--- src/rtl/ascon_pkg.sv ---
// Shared definitions for the Ascon sponge controller: precomputed 320-bit
// initial states for hash and XOF, FSM state encoding and default round counts.
package ascon_pkg;

  localparam logic [319:0] IV_HASH = {
    64'hee9398aadb67f03d, 64'h8bb21831c60f1002, 64'hb48a92db98d5da62,
    64'h43189921b8f8e3e8, 64'h348fa5c9d525e140
  };

  localparam logic [319:0] IV_XOF = {
    64'hb57e273b814cd416, 64'h2b51042562ae2420, 64'h66a3a7768ddf2218,
    64'h5aad0a7a8153650c, 64'h4f3e0e32539493b6
  };

  localparam int ROUNDS_PA = 12;
  localparam int ROUNDS_PB = 12;

  typedef enum logic [2:0] {
    ST_IDLE     = 3'd0,
    ST_LOAD     = 3'd1,
    ST_ABS_WAIT = 3'd2,
    ST_ABS_PERM = 3'd3,
    ST_SQ_OUT   = 3'd4,
    ST_SQ_PERM  = 3'd5,
    ST_DONE     = 3'd6
  } sponge_state_e;

  function automatic logic [319:0] select_iv(input logic xof);
    return xof ? IV_XOF : IV_HASH;
  endfunction

endpackage

--- src/rtl/ascon_sponge_ctrl.sv ---
// Ascon sponge sequencer: absorbs padded blocks, squeezes output blocks and
// drives an external permutation core. Define ASCON_SPONGE_EARLY_STOP_EN to add sq_stop.
module ascon_sponge_ctrl
  import ascon_pkg::*;
#(
  parameter int R  = 64,
  parameter int A  = ROUNDS_PA,
  parameter int B  = ROUNDS_PB,
  parameter int CW = 16
) (
  input  logic          clk,
  input  logic          rst_n,
  input  logic          start,
  input  logic          mode,
  input  logic [CW-1:0] msg_blocks,
  input  logic [CW-1:0] out_blocks,
  input  logic          abort,
  input  logic          msg_valid,
  input  logic [R-1:0]  msg_data,
  output logic          msg_ready,
  output logic          sq_valid,
  output logic [R-1:0]  sq_data,
  input  logic          sq_ready,
`ifdef ASCON_SPONGE_EARLY_STOP_EN
  input  logic          sq_stop,
`endif
  output logic          perm_start,
  output logic [4:0]    perm_rounds,
  output logic [319:0]  perm_in,
  input  logic [319:0]  perm_out,
  input  logic          perm_ready,
  output logic          perm_abort,
  output logic          busy,
  output logic          done,
  output logic [2:0]    state,
  output logic [CW-1:0] block_ctr
);

  localparam logic [CW-1:0] ONE      = CW'(1);
  localparam logic [4:0]    ROUNDS_A = 5'(A);
  localparam logic [4:0]    ROUNDS_B = 5'(B);

  sponge_state_e r_state;
  sponge_state_e w_next;
  logic [319:0]  r_s;
  logic [CW-1:0] r_blk_ctr;
  logic [CW-1:0] r_msg_blocks;
  logic [CW-1:0] r_out_blocks;
  logic [CW-1:0] w_ctr_inc;
  logic          r_mode;
  logic          r_perm_start;
  logic          w_active_abort;
  logic          w_msg_fire;
  logic          w_sq_fire;
  logic          w_perm_fire;
  logic          w_last_msg;
  logic          w_last_sq;

  assign w_ctr_inc      = r_blk_ctr + ONE;
  assign w_last_msg     = (w_ctr_inc == r_msg_blocks);
  assign w_active_abort = abort && (r_state != ST_IDLE);

`ifdef ASCON_SPONGE_EARLY_STOP_EN
  assign w_last_sq = (w_ctr_inc == r_out_blocks) || sq_stop;
`else
  assign w_last_sq = (w_ctr_inc == r_out_blocks);
`endif

  // Abort overrides every handshake so nothing is consumed in the abort cycle.
  always_comb begin
    w_next      = r_state;
    w_msg_fire  = 1'b0;
    w_sq_fire   = 1'b0;
    w_perm_fire = 1'b0;
    case (r_state)
      ST_IDLE:     if (start && !abort) w_next = ST_LOAD;
      ST_LOAD:     w_next = ST_ABS_WAIT;
      ST_ABS_WAIT: if (msg_valid) begin
        w_msg_fire = 1'b1;
        w_next     = ST_ABS_PERM;
      end
      ST_ABS_PERM: if (perm_ready) begin
        w_perm_fire = 1'b1;
        w_next      = w_last_msg ? ST_SQ_OUT : ST_ABS_WAIT;
      end
      ST_SQ_OUT:   if (sq_ready) begin
        w_sq_fire = 1'b1;
        w_next    = w_last_sq ? ST_DONE : ST_SQ_PERM;
      end
      ST_SQ_PERM:  if (perm_ready) begin
        w_perm_fire = 1'b1;
        w_next      = ST_SQ_OUT;
      end
      ST_DONE:     w_next = ST_IDLE;
      default:     w_next = ST_IDLE;
    endcase
    if (w_active_abort) begin
      w_next      = ST_IDLE;
      w_msg_fire  = 1'b0;
      w_sq_fire   = 1'b0;
      w_perm_fire = 1'b0;
    end
  end

  always_ff @(posedge clk or negedge rst_n) begin
    if (!rst_n) begin
      r_state      <= ST_IDLE;
      r_s          <= '0;
      r_blk_ctr    <= '0;
      r_msg_blocks <= '0;
      r_out_blocks <= '0;
      r_mode       <= 1'b0;
      r_perm_start <= 1'b0;
    end else begin
      r_state      <= w_next;
      r_perm_start <= w_msg_fire || (w_sq_fire && !w_last_sq);
      if (w_active_abort) begin
        r_blk_ctr <= '0;
      end else begin
        case (r_state)
          ST_IDLE: if (start && !abort) begin
            r_mode       <= mode;
            r_msg_blocks <= (msg_blocks == '0) ? ONE : msg_blocks;
            r_out_blocks <= (out_blocks == '0) ? ONE : out_blocks;
          end
          ST_LOAD: begin
            r_s       <= select_iv(r_mode);
            r_blk_ctr <= '0;
          end
          ST_ABS_WAIT: if (w_msg_fire) r_s[319 -: R] <= r_s[319 -: R] ^ msg_data;
          ST_ABS_PERM: if (w_perm_fire) begin
            r_s       <= perm_out;
            r_blk_ctr <= w_last_msg ? '0 : w_ctr_inc;
          end
          ST_SQ_PERM: if (w_perm_fire) begin
            r_s       <= perm_out;
            r_blk_ctr <= w_ctr_inc;
          end
          default: ;
        endcase
      end
    end
  end

  // perm_in mirrors S, which is frozen while a permutation is outstanding.
  assign perm_in     = r_s;
  assign perm_start  = r_perm_start;
  assign perm_rounds = ((r_state == ST_ABS_WAIT || r_state == ST_ABS_PERM) && w_last_msg)
                       ? ROUNDS_A : ROUNDS_B;
  assign perm_abort  = abort && (r_state == ST_ABS_PERM || r_state == ST_SQ_PERM);
  assign msg_ready   = (r_state == ST_ABS_WAIT) && !abort;
  assign sq_valid    = (r_state == ST_SQ_OUT) && !abort;
  assign sq_data     = r_s[319 -: R];
  assign done        = (r_state == ST_DONE) && !abort;
  assign busy        = (r_state != ST_IDLE);
  assign state       = r_state;
  assign block_ctr   = r_blk_ctr;

endmodule

--- config.mk ---
export PLATFORM = sky130hd
export DESIGN_NAME = ascon_sponge_ctrl
export DESIGN_NICKNAME = d
export VERILOG_FILES = /design/src/rtl/ascon_pkg.sv /design/src/rtl/ascon_sponge_ctrl.sv
export SDC_FILE = /design/constraint.sdc
export NUM_CORES = 1
export LEC_CHECK = 0
export BUFFER_PORTS_ARGS = -buffer_cell sky130_fd_sc_hd__buf_4
export CAP_MARGIN = 40
export CORE_AREA = 2 2 330 332
export CTS_CLUSTER_SIZE = 12
export DETAILED_ROUTE_END_ITERATION = 12
export DIE_AREA = 0 0 332 334
export MAX_ROUTING_LAYER = met4
export PLACE_DENSITY = 0.45
export SYNTH_ARGS = -nofsm -noshare
export SYNTH_HDL_FRONTEND = slang
export SYNTH_SLANG_ARGS = --single-unit
--- constraint.sdc ---
create_clock -name clk -period 3.75 [get_ports clk]
set_clock_uncertainty 0.2 [all_clocks]
set_input_delay 0.1875 -clock clk [delete_from_list [all_inputs] [get_ports clk]]
set_output_delay 0.1875 -clock clk [all_outputs]
set_load 0.02 [all_outputs]
-- Yosys cells after proc, flatten, opt, wreduce, memory -nomap -nowiden
Index checks and enable logic that the tools add are counted.
- bits of input ports: 424
- output and inout port bits: 414
- bits in registers: 373
- word-level logic and storage cells: 82
- reductions and logical operators: 24
- bitwise logic cells: 2
- $add $sub $neg: 1
- equality and inequality tests: 17
- mux-type cells: 30
- operators by type and width (kind ; number):
    256-bit one-hot mux with 2 select lines ; 1
    320-bit 2-to-1 mux ; 1
    319-bit 2-to-1 mux ; 1
    64-bit one-hot mux with 3 select lines ; 1
    16-bit 2-to-1 mux ; 6
    64-bit 2-to-1 mux ; 1
    64-bit bitwise XOR ; 1
    16-bit one-hot mux with 3 select lines ; 1
    16-bit equality test ; 2
    16-bit zero test ; 2
    3-bit 2-to-1 mux ; 7
    3-bit != test (second input constant) ; 7
    3-bit one-hot mux with 6 select lines ; 1
    16-bit by 1-bit adder with 16-bit output (second input constant) ; 1
    3-bit equality test (second input constant) ; 3
    1-bit 2-to-1 mux ; 9
    3-bit AND reduction ; 3
    1-bit logical AND ; 7
    3-bit by 2-bit equality test with 1-bit output (second input constant) ; 2
    3-bit nonzero test ; 2
    5-bit AND reduction ; 1
    4-bit AND reduction ; 1
    4-bit nonzero test ; 1
    3-bit by 1-bit equality test with 1-bit output (second input constant) ; 1
    other kinds (9) ; 11

-- Logic depth before layout (Yosys ltp)
Gate-level depths: netlist (run 1).
- depth after elaboration: 7
- mapped depth: 11
- mapped depth without buffers: 9

-- Worst setup path after synthesis (run 1)
OpenSTA, ideal clock, no wires.
- kind: register to register
- start: register r_blk_ctr[7] (netlist: block_ctr[7])
- end: register r_blk_ctr[14] (netlist: block_ctr[14])
- path buffers: 2
- period minus slack after synthesis: 3205 ps
- arrival time: 2881 ps
- setup slack: 545 ps
- setup time: 124 ps
- cell stages (with the launch flop): 11
- required time: 3426 ps
- path through: dfrtp_1 buf_2 nand4_2 or4_1 clkbuf_1 mux2i_1 a311o_1 nor4_4 a21o_1 nor4_1 a211o_1
- longest elaborated chain between the ends: 6
- elaborated cells on any way between the ends: 7
- classes of those cells: add/sub: 1; eq/ne: 1; mux: 5
- ends and longest elaborated chain (item ; RTL line ; RTL):
    start: declaration ; ascon_sponge_ctrl.sv:46 ; logic [CW-1:0] r_blk_ctr;
    start signal: assignment ; ascon_sponge_ctrl.sv:133 ; r_blk_ctr <= w_last_msg ? '0 : w_ctr_inc;
    start signal: assignment ; ascon_sponge_ctrl.sv:137 ; r_blk_ctr <= w_ctr_inc;
    16-bit by 1-bit adder with 16-bit output (*) ; ascon_sponge_ctrl.sv:59 ; assign w_ctr_inc = r_blk_ctr + ONE;
    16-bit equality test ; ascon_sponge_ctrl.sv:60 ; assign w_last_msg = (w_ctr_inc == r_msg_blocks);
    16-bit 2-to-1 mux ; ascon_sponge_ctrl.sv:133 ;
    16-bit 2-to-1 mux ; ascon_sponge_ctrl.sv:131 ; ST_ABS_PERM: if (w_perm_fire) begin
    16-bit one-hot mux with 3 select lines (*) ; ascon_sponge_ctrl.sv:120 ; case (r_state)
    16-bit 2-to-1 mux (*) ; ascon_sponge_ctrl.sv:117 ; if (w_active_abort) begin
Every way passes the cells marked *; elsewhere a longest branch is shown, timed or not. The select of a mux whose other input is x is not followed.
A chain may end at the register's enable or synchronous reset.

-- Final worst setup path (run 1)
- start: register r_state[1] (netlist: state[1])
- end: register r_s[310] (netlist: perm_in[310])
- longest elaborated chain between the ends: 6
- elaborated cells on any way between the ends: 17
- classes of those cells: eq/ne: 6; mux: 5; bitwise: 1; reduce/logical: 5
- ends and longest elaborated chain (item ; RTL line ; RTL):
    start: declaration ; ascon_sponge_ctrl.sv:43 ; sponge_state_e r_state;
    start signal: assignment ; ascon_sponge_ctrl.sv:115 ; r_state <= w_next;
    3-bit by 2-bit equality test with 1-bit output / 3-bit equality test (equally long branches) ; ascon_sponge_ctrl.sv:75, ascon_sponge_ctrl.sv:120 ;
    2-bit OR reduction (no line) ; - ;
    1-bit 2-to-1 mux ; - ;
    1-bit 2-to-1 mux ; ascon_sponge_ctrl.sv:97 ; if (w_active_abort) begin
    2-bit by 1-bit != test with 1-bit output (no line) ; - ;
    4-bit AND reduction (no line) ; - ;
    end signal: assignment ; ascon_sponge_ctrl.sv:127 ; r_s <= select_iv(r_mode);
    end signal: indexed assignment ; ascon_sponge_ctrl.sv:130 ; ST_ABS_WAIT: if (w_msg_fire) r_s[319 -: R] <= r_s[319 -: R] ^ msg_data;
    end signal: assignment ; ascon_sponge_ctrl.sv:132 ; r_s <= perm_out;
    end: declaration ; ascon_sponge_ctrl.sv:45 ; logic [319:0] r_s;
Parallel ways exist; a longest one is shown, timed or not.

==> reports/qor.txt, run 1 <==
RD Place Congestion: 0.830
fin util: 0.292
slowest stage cell, crit path: dlygate4sd3_1
Residual DRC: 0
# nets final: 3379
Setup WS post-layout: 0.161 ns
Max Clk Rate: 0.279 GHz
Bufs on Longest Clock Path: 3
Yosys reg bits: 373
global-route wire length before repair: 120000 um
WP data required: 4.02 ns
Pre-Repair DR Iteration Count: 5
Synth cell types: 61
Worst setup EP type: flip-flop
vias in the first global route: 18738
most common cell after layout, fill and taps aside: buf_4
clk_lat worst skew: 0.60 ns
Reg2Reg Setup Slack: 0.16 ns
Die Span Y: 334 um
WL final: 81500 um
wire length per cell: 18.5 um
Crit Path Category: flip-flop to flip-flop
post-route ant nets: 0
Leak Pwr: 14.2 nW
Filler cells: 11408
dpl cell area: 24900 sq um
Inserted Clock Buffers: 47
launch point of the worst reg-to-reg path: state[1]
fin. max-slew vios: 0
all-layer global routing usage: 0.145
Worst path max stage delay: 0.59 ns
Synth Flop Type: dfrtp_1
Synth Instances: 1735
CTS tree: done
minimum clock period: 3.59 ns
Crit path arrival time: 3.86 ns
drt initial violations: 783
routed vias: 18201
crit start category: flip-flop
initial core utilization: 0.160
Design Power: 24.3 mW
vias per inst: 4.13
final cell count without fillers: 4411
CORE AREA: 108000 sq um
Design Area, Final: 31500 sq um
worst-path maximum fanout: 18
crit path cell chain: buf_4 > nand2b_1 > a21boi_4 > nor2_2 > buf_4 > and2_0 > buf_4 > a211oi_1 > dlygate4sd3_1 > o21ai_0 > dlygate4sd3_1
Worst R2R End: perm_in[310]
Flop pwr share: 0.290
antenna violations before repair: 4
Post-synth EDFFs: 0
Worst-Margin Slew: 0.842 ns
Post-Syn Area per Cell: 9.94 sq um
Synth Warn #: 0
sequential-to-total area share from yosys stat: 0.541
Syn-to-layout area delta: 82.5%
largest net degree at the start of global routing: 129
path type of the worst min-delay path: input pin to asynchronous set/reset pin
sw frac: 0.411
Detail Placement HPWL: 58600 um
period utilisation layout: 0.957
register area: 9330 sq um
Max Cap Viol: 0
Cells after DPL: 3822
NetSw: 9.98 mW
# rows: 121
clock power share: 0.194
Worst path most repeated cell: buf_4
Gate power share: 0.516
Mapped Area: 17300 sq um
total grt overflow: 0
multi-input gate area in the final layout: 6850 sq um
root buffer cell: clkbuf_16
Port Buf Inserts: 832
num ports: 838
Worst R2R Path Depth: 11
hold_ws: 0.0385 ns
peak supply drop: 0.348 mV
most frequent cells in the layout: buf_4, dlygate4sd3_1, dfrtp_1, o21ai_0, nand2_1
fraction of registers with async set/reset: 1.00
setup slack at placement: 0.368 ns
setup tns final: 0 ns
Clock Sinks: 373
final hold viol count: 0
status: completed
Slew HR: 0.438
die area: 111000 sq um
Internal Power: 14.3 mW
Die Wd: 332 um
CTS H-Tree Depth: 2
Setup-failing EPs final: 0
Worst-path clk slew: 0.06 ns
unrepaired setup endpoints after global routing: yes
fraction of layout cells with a size suffix above 1: 0.342
PwrDens: 772 nW/um^2
## cell type report
type,instances,area share
Timing Repair Buffer,1387,0.377
Sequential cell,373,0.297
Multi-Input combinational cell,1126,0.218
Tap cell,1414,0.0562
Clock buffer,75,0.0461
Clock inverter,12,0.00417
Inverter,19,0.00227
Antenna cell,5,0.000397
## how the worst max path moves through the flow
stage,slack [ns],from,cells past startpoint,to
final,0.16,state[1],11,perm_in[310]
after global routing,-0.01,state[2],10,perm_in[310]
after CTS,0.04,block_ctr[0],10,state[0]
after detailed placement,0.37,block_ctr[8],8,block_ctr[8]
after global placement,0.40,block_ctr[8],9,block_ctr[3]
after floorplan,0.55,block_ctr[7],10,block_ctr[14]
## cell usage after synthesis (all sizes together), types with 4 or more instances
cell type,count,share of area
nand2b,10,0.0036
o31ai,7,0.0030
a32oi,12,0.0061
buf,98,0.037
o22a,51,0.026
a31oi,4,0.0018
inv,19,0.0041
nand2,161,0.035
clkbuf,122,0.027
nand3,12,0.0038
mux2,32,0.021
nor4,16,0.0067
o211ai,8,0.0035
nor3b,55,0.024
xnor2,20,0.010
xor2,14,0.0071
a22o,79,0.040
a211oi,55,0.024
nor3,11,0.0032
o21ai,273,0.079
nor2,91,0.020
and2,8,0.0029
a21oi,135,0.039
o22ai,5,0.0018
nor2b,9,0.0033
dfrtp,373,0.54
nand4,12,0.0047
## flip-flops by register name, summed over array words and instances (netlist names)
| signal | flops |
|---|---|
| perm_start | 1 |
| r_mode | 1 |
| block_ctr | 16 |
| r_out_blocks | 16 |
| state | 3 |
| r_msg_blocks | 16 |
| perm_in | 320 |
## repair_timing
action / 4_1_cts / 5_1_grt
setup endpoints to repair: 0 / 29
resized for setup: 0 / 4
hold buffers: 492 / 0
hold endpoints to repair: 499 / 0
setup buffers: 0 / 5
## power by group through the flow
stage	Sequential (mW)	Clock [mW]	Combinational (mW)
after floorplan	8.57	0	4.41
after global routing	7.29	5.06	13.5
final	7.05	4.72	12.5
after detailed placement	7.09	0	11.0
after global placement	7.07	0	10.9
after CTS	7.05	4.90	12.6
## cells by family after synthesis
| family | Yosys count | synth area share |
|---|---|---|
| mux | 35 | 0.0226 |
| compound gates | 652 | 0.236 |
| simple gates | 398 | 0.112 |
| xor+xnor | 35 | 0.0186 |
| other cells | 2 | 0.000435 |
| flops | 373 | 0.541 |
| fa+ha+maj | 1 | 0.000725 |
| buf+inv | 239 | 0.0682 |
## metal layers
| layer | GRT usage | vias to the layer above | wire length [um] | share of wire |
|---|---|---|---|---|
| met4 | 0.0538 | 0 | 2910 | 0.036 |
| li1 | - | 8606 | - | - |
| met5 | - | - | 0 | 0 |
| met2 | 0.236 | 638 | 39100 | 0.48 |
| met3 | 0.0380 | 126 | 5720 | 0.070 |
| met1 | 0.171 | 8831 | 33800 | 0.41 |
## critical path, delay by kind of cell, from the launching register on
family	cells	cell delay [ns]
AOI/OAI and AO/OA	3	0.62
buffers and inverters	5	1.82
and+or+nand+nor	3	0.46
DFF	1	0.37
(Power assumes the default switching activity.)
==> inputs of run 2 (changes only) <==
- PLACE_DENSITY: 0.45 -> default
==> run 2 against run 1 <==
Global-route usage fell by 0.15 points. Clock power fell by 1%. Non-clock buffer count fell by 21. Critical path type unchanged. Sequential power barely moved.
==> reports/qor.txt, run 2 (same netlist as run 1, synthesis figures left out) <==
status: completed
minimum clock period: 3.53 ns
Worst R2R Path Depth: 8
Inserted Clock Buffers: 47
Setup WS post-layout: 0.215 ns
CTS tree: done
all-layer global routing usage: 0.143
Setup-failing EPs final: 0
Worst path max stage delay: 0.69 ns
die area: 111000 sq um
fin. max-slew vios: 0
fraction of layout cells with a size suffix above 1: 0.340
CTS H-Tree Depth: 2
Max Cap Viol: 0
crit path cell chain: nand4_2 > or4_1 > mux2i_1 > a311o_1 > nor4_4 > nor2_1 > a2111oi_0 > nor2_1
post-route ant nets: 0
path type of the worst min-delay path: input pin to asynchronous set/reset pin
# nets final: 3358
WP data required: 4.01 ns
wire length per cell: 18.5 um
unrepaired setup endpoints after global routing: no
RD Place Congestion: 0.859
worst-path maximum fanout: 9
vias in the first global route: 18861
Die Wd: 332 um
max reg flops: 320
Die Span Y: 334 um
total grt overflow: 0
vias per inst: 4.24
Bufs on Longest Clock Path: 3
Design Power: 24.1 mW
setup tns final: 0 ns
# rows: 121
crit start category: flip-flop
Worst R2R End: block_ctr[3]
routed vias: 18568
Reg2Reg Setup Slack: 0.22 ns
most frequent cells in the layout: buf_4, dlygate4sd3_1, dfrtp_1, o21ai_0, nand2_1
global-route wire length before repair: 119000 um
Port Buf Inserts: 832
peak supply drop: 0.434 mV
num ports: 838
period utilisation layout: 0.943
PwrDens: 772 nW/um^2
launch point of the worst reg-to-reg path: block_ctr[8]
drt initial violations: 897
final hold viol count: 0
Crit Path Category: flip-flop to flip-flop
Leak Pwr: 14.0 nW
Filler cells: 11089
Crit path arrival time: 3.79 ns
Clock Sinks: 373
CORE AREA: 108000 sq um
Max Clk Rate: 0.283 GHz
setup slack at placement: 0.188 ns
WL final: 81000 um
Detail Placement HPWL: 56800 um
Pre-Repair DR Iteration Count: 4
antenna violations before repair: 4
Worst setup EP type: flip-flop
fin util: 0.289
slowest stage cell, crit path: or4_1
hold_ws: 0.0322 ns
Syn-to-layout area delta: 80.8%
initial core utilization: 0.160
Worst-path clk slew: 0.06 ns
root buffer cell: clkbuf_16
top cell family by delay on the critical path: simple AND/OR/NAND/NOR gates
Worst-Margin Slew: 0.859 ns
critical path buffer and inverter count: 0
Residual DRC: 0
Slew HR: 0.427
most common cell after layout, fill and taps aside: buf_4
largest net degree at the start of global routing: 175
Worst path most repeated cell: nor2_1
clk_lat worst skew: 0.59 ns
## run 2: cell count changes in the layout (fill, tap and decap cells not counted), moves of 4 or more
cell           delta
dlygate4sd3_1     -8
buf_12            -7
buf_4             -6
clkbuf_1          -4
## run 2: how the worst max path moves through the flow
stage | from | endpoint | slack [ns] | cells past startpoint
after floorplan | block_ctr[7] | block_ctr[14] | 0.55 | 10
after global placement | block_ctr[8] | block_ctr[14] | 0.28 | 8
after detailed placement | block_ctr[8] | block_ctr[1] | 0.19 | 8
after CTS | state[2] | perm_in[260] | 0.05 | 7
after global routing | block_ctr[8] | block_ctr[1] | 0.03 | 8
final | block_ctr[8] | block_ctr[3] | 0.22 | 8
## run 2: timing repair
| item | CTS | global route |
|---|---|---|
| endpoints found under the hold margin | 457 | 0 |
| resized for setup | 0 | 3 |
| hold buffers | 484 | 0 |
| endpoints found under the setup margin | 0 | 41 |
| setup buffers | 0 | 6 |
## run 2: layer usage
layer	share of wire	vias to the layer above	global-route usage
li1	-	8553	-
met1	0.40	9040	0.166
met2	0.47	795	0.229
met3	0.078	180	0.0386
met4	0.051	0	0.0704
met5	0	-	-
## run 2: final cells by class
| cell class | instances | area (sq um) | area share |
|---|---|---|---|
| antenna | 4 | 10.0 | 0.000321 |
| inverter | 19 | 71.3 | 0.00229 |
| tap | 1414 | 1770 | 0.0567 |
| multi-input combinational | 1126 | 6850 | 0.220 |
| sequential | 373 | 9330 | 0.299 |
| clock inverter | 14 | 178 | 0.00570 |
| clock buffer | 68 | 1390 | 0.0444 |
| timing repair buffer | 1366 | 11600 | 0.372 |
## run 2: metrics by stage
stage	std cells	cell area [sq um]
2_1_floorplan	1738	17300
3_3_place_gp	3807	24700
3_5_place_dp	3808	24700
4_1_cts	4374	31100
5_1_grt	4384	31200
6_report	4384	31200
## run 2: worst register-to-register path: cells and delay by family (launching register included)
family / cells / cell delay (ns)
compound gates: 2 / 0.85
flops: 1 / 0.54
mux: 1 / 0.19
simple gates: 5 / 1.64
## run 2: report_power, final
group | internal (mW) | switching, mW
registers | 5.71 | 1.33
clock network | 2.82 | 1.84
logic | 5.57 | 6.82
==> inputs of run 3 (changes only) <==
- ABC_AREA: default -> 1
- CAP_MARGIN: 40 -> 20
- CORE_AREA: 2 2 330 332 -> 2 2 323 325
- DIE_AREA: 0 0 332 334 -> 0 0 325 327
==> run 3 against run 2 <==
Worst setup slack gained 0.12 ns. Final area shrank 1.0%. First-iteration DRC count grew 14%. Register-to-register slack gained 0.12 ns. Die area shrank 4.2%. Power grew 3.7%. Critical path depth grew 3. Area after synthesis grew 1.5%. Sequential share of layout area grew 0.30 points. Global-route usage grew 0.50 points. Sequential power grew 1%.
==> reports/qor.txt, run 3 <==
routed vias: 18775
peak supply drop: 0.501 mV
post-route ant nets: 0
Post-CTS Resized: 0
synth cell count leaders: nand2_1, dfrtp_1, nand3_1
Crit path arrival time: 3.74 ns
vias per inst: 4.21
Worst setup EP type: flip-flop
fin. max-slew vios: 0
Residual DRC: 0
Design Power: 25.0 mW
Worst-Margin Slew: 1.04 ns
Pre-Repair DR Iteration Count: 5
WL final: 80000 um
die area: 106000 sq um
Leak Pwr: 13.7 nW
Synth Flop Type: dfrtp_1
vias in the first global route: 18993
largest net degree at the start of global routing: 125
unrepaired setup endpoints after global routing: no
Max Cap Viol: 0
dpl cell area: 24900 sq um
Slew HR: 0.305
antenna violations before repair: 10
Die Wd: 325 um
Synth Warn #: 0
num ports: 838
Yosys reg bits: 373
most common cell after layout, fill and taps aside: buf_4
top post-synthesis cells by area: dfrtp_1, nand2_1, nand3_1
PwrDens: 809 nW/um^2
Crit Path Category: flip-flop to flip-flop
Post-synth EDFFs: 0
most frequent cells in the layout: buf_4, dlygate4sd3_1, nand2_1, dfrtp_1, nand3_1
Max Clk Rate: 0.293 GHz
Port Buf Inserts: 832
Detail Placement HPWL: 57600 um
total grt overflow: 0
Bufs on Longest Clock Path: 3
CTS tree: done
Synth cell types: 40
clk_lat worst skew: 0.58 ns
Filler cells: 10576
setup tns final: 0 ns
Clock Sinks: 373
max reg flops: 320
Die Span Y: 327 um
Post-Syn Area per Cell: 9.37 sq um
register area: 9330 sq um
# rows: 118
count leader, synth: nand2_1
period utilisation layout: 0.911
path type of the worst min-delay path: input pin to asynchronous set/reset pin
Synth Instances: 1869
drt initial violations: 1020
fraction of registers with async set/reset: 1.00
Synth top area share: 0.533
worst-path maximum fanout: 19
# nets final: 3459
initial core utilization: 0.170
final hold viol count: 0
fraction of layout cells with a size suffix above 1: 0.329
root buffer cell: clkbuf_16
WP data required: 4.08 ns
global-route wire length before repair: 118000 um
all-layer global routing usage: 0.148
Inserted Clock Buffers: 48
RD Place Congestion: 0.893
sequential-to-total area share from yosys stat: 0.533
wire length per cell: 17.9 um
CORE AREA: 103000 sq um
Worst-path clk slew: 0.06 ns
CTS H-Tree Depth: 2
multi-input gate area in the final layout: 6910 sq um
Synth area leader: dfrtp_1
Mapped Area: 17500 sq um
crit start category: flip-flop
Setup-failing EPs final: 0
status: completed
Syn-to-layout area delta: 76.3%
minimum clock period: 3.42 ns
Design Area, Final: 30900 sq um
[run 3: cell count changes after synthesis, sizes merged, moves of 24 or more]
| cell | previous run | this run |
|---|---|---|
| clkbuf | 122 | 44 |
| nand3 | 12 | 210 |
| inv | 19 | 57 |
| buf | 98 | 150 |
| a21oi | 135 | 38 |
| nand2 | 161 | 429 |
| or2 | 2 | 26 |
| o21a | 3 | 126 |
| xor2 | 14 | 43 |
| mux2 | 32 | 0 |
| a31oi | 4 | 47 |
| o21ai | 273 | 22 |
| nor3b | 55 | 0 |
| a211oi | 55 | 0 |
[run 3: cell families after synthesis]
group | Yosys count | synth area share
flip-flops | 373 | 0.533
XOR/XNOR | 48 | 0.0248
AO/OA/AOI/OAI | 384 | 0.164
other | 2 | 0.000429
buffers and inverters | 252 | 0.0751
adder cells (fa/ha/maj) | 1 | 0.000714
AND/OR/NAND/NOR | 809 | 0.202
[run 3: layout make-up]
cell class	count	share of cell area
Antenna cell	10	0.000810
Clock buffer	72	0.0467
Clock inverter	17	0.00600
Inverter	58	0.00725
Multi-Input combinational cell	1247	0.224
Sequential cell	373	0.302
Tap cell	1380	0.0559
Timing Repair Buffer	1306	0.357
[run 3: power by group]
group | leakage (nW) | internal, mW | total [mW] | switching, mW
Combinational | 8.58 | 5.83 | 13.1 | 7.25
Clock | 0.793 | 2.87 | 4.78 | 1.91
Sequential | 4.32 | 5.72 | 7.12 | 1.39
[run 3: per-layer routing]
metal  vias up  track usage  share of wire  wire length [um]
met5         -            -              0                 0
li1       8670            -              -                 -
met2       742        0.233           0.47             38000
met3       133       0.0448          0.079              6320
met4         0       0.0519          0.030              2400
met1      9230        0.180           0.42             33300
[run 3: path summary, 6_finish.rpt]
| check | slack (ns) | to | start | cells past startpoint |
|---|---|---|---|---|
| worst max-delay path | 0.33 | perm_in[294] | state[0] | 11 |
| worst min-delay path | 0.07 | r_msg_blocks[9] | rst_n | 2 |
| worst max register to register | 0.33 | perm_in[294] | state[0] | 11 |
| worst min register to register | 0.29 | perm_in[33] | perm_in[33] | 1 |
| max in group asynchronous | 2.30 | perm_in[225] | rst_n | 3 |
| min in group clk | 0.13 | state[1] | abort | 8 |
[run 3: worst max-delay path: stages, from the launching register on]
cell and delay, ns:
dfrtp_1 0.53, nor2_1 0.15, inv_1 0.10, nor2_1 0.20, nor2_2 0.13, inv_1 0.12, nand3_1 0.13, nor3_4 0.64
buf_4 0.36, nor2_1 0.06, a31oi_1 0.15, dlygate4sd3_1 0.58
[run 3: timing repair]
item / in CTS / in global routing
hold endpoints to repair: 542 / 0
setup buffers: 0 / 0
hold buffers: 429 / 0
[run 3: metrics by stage]
step	std cells	setup WS [ns]	utilization	hold WS [ns]
finish	4463	0.335	0.300	0.0733
global route	4463	0.000631	0.300	0.0881
CTS	4453	0.293	0.300	0.0253
detailed placement	3935	0.806	0.242	0.0586
global placement	3935	0.875	0.242	0.0607
floorplan	1872	1.34	-	-0.308
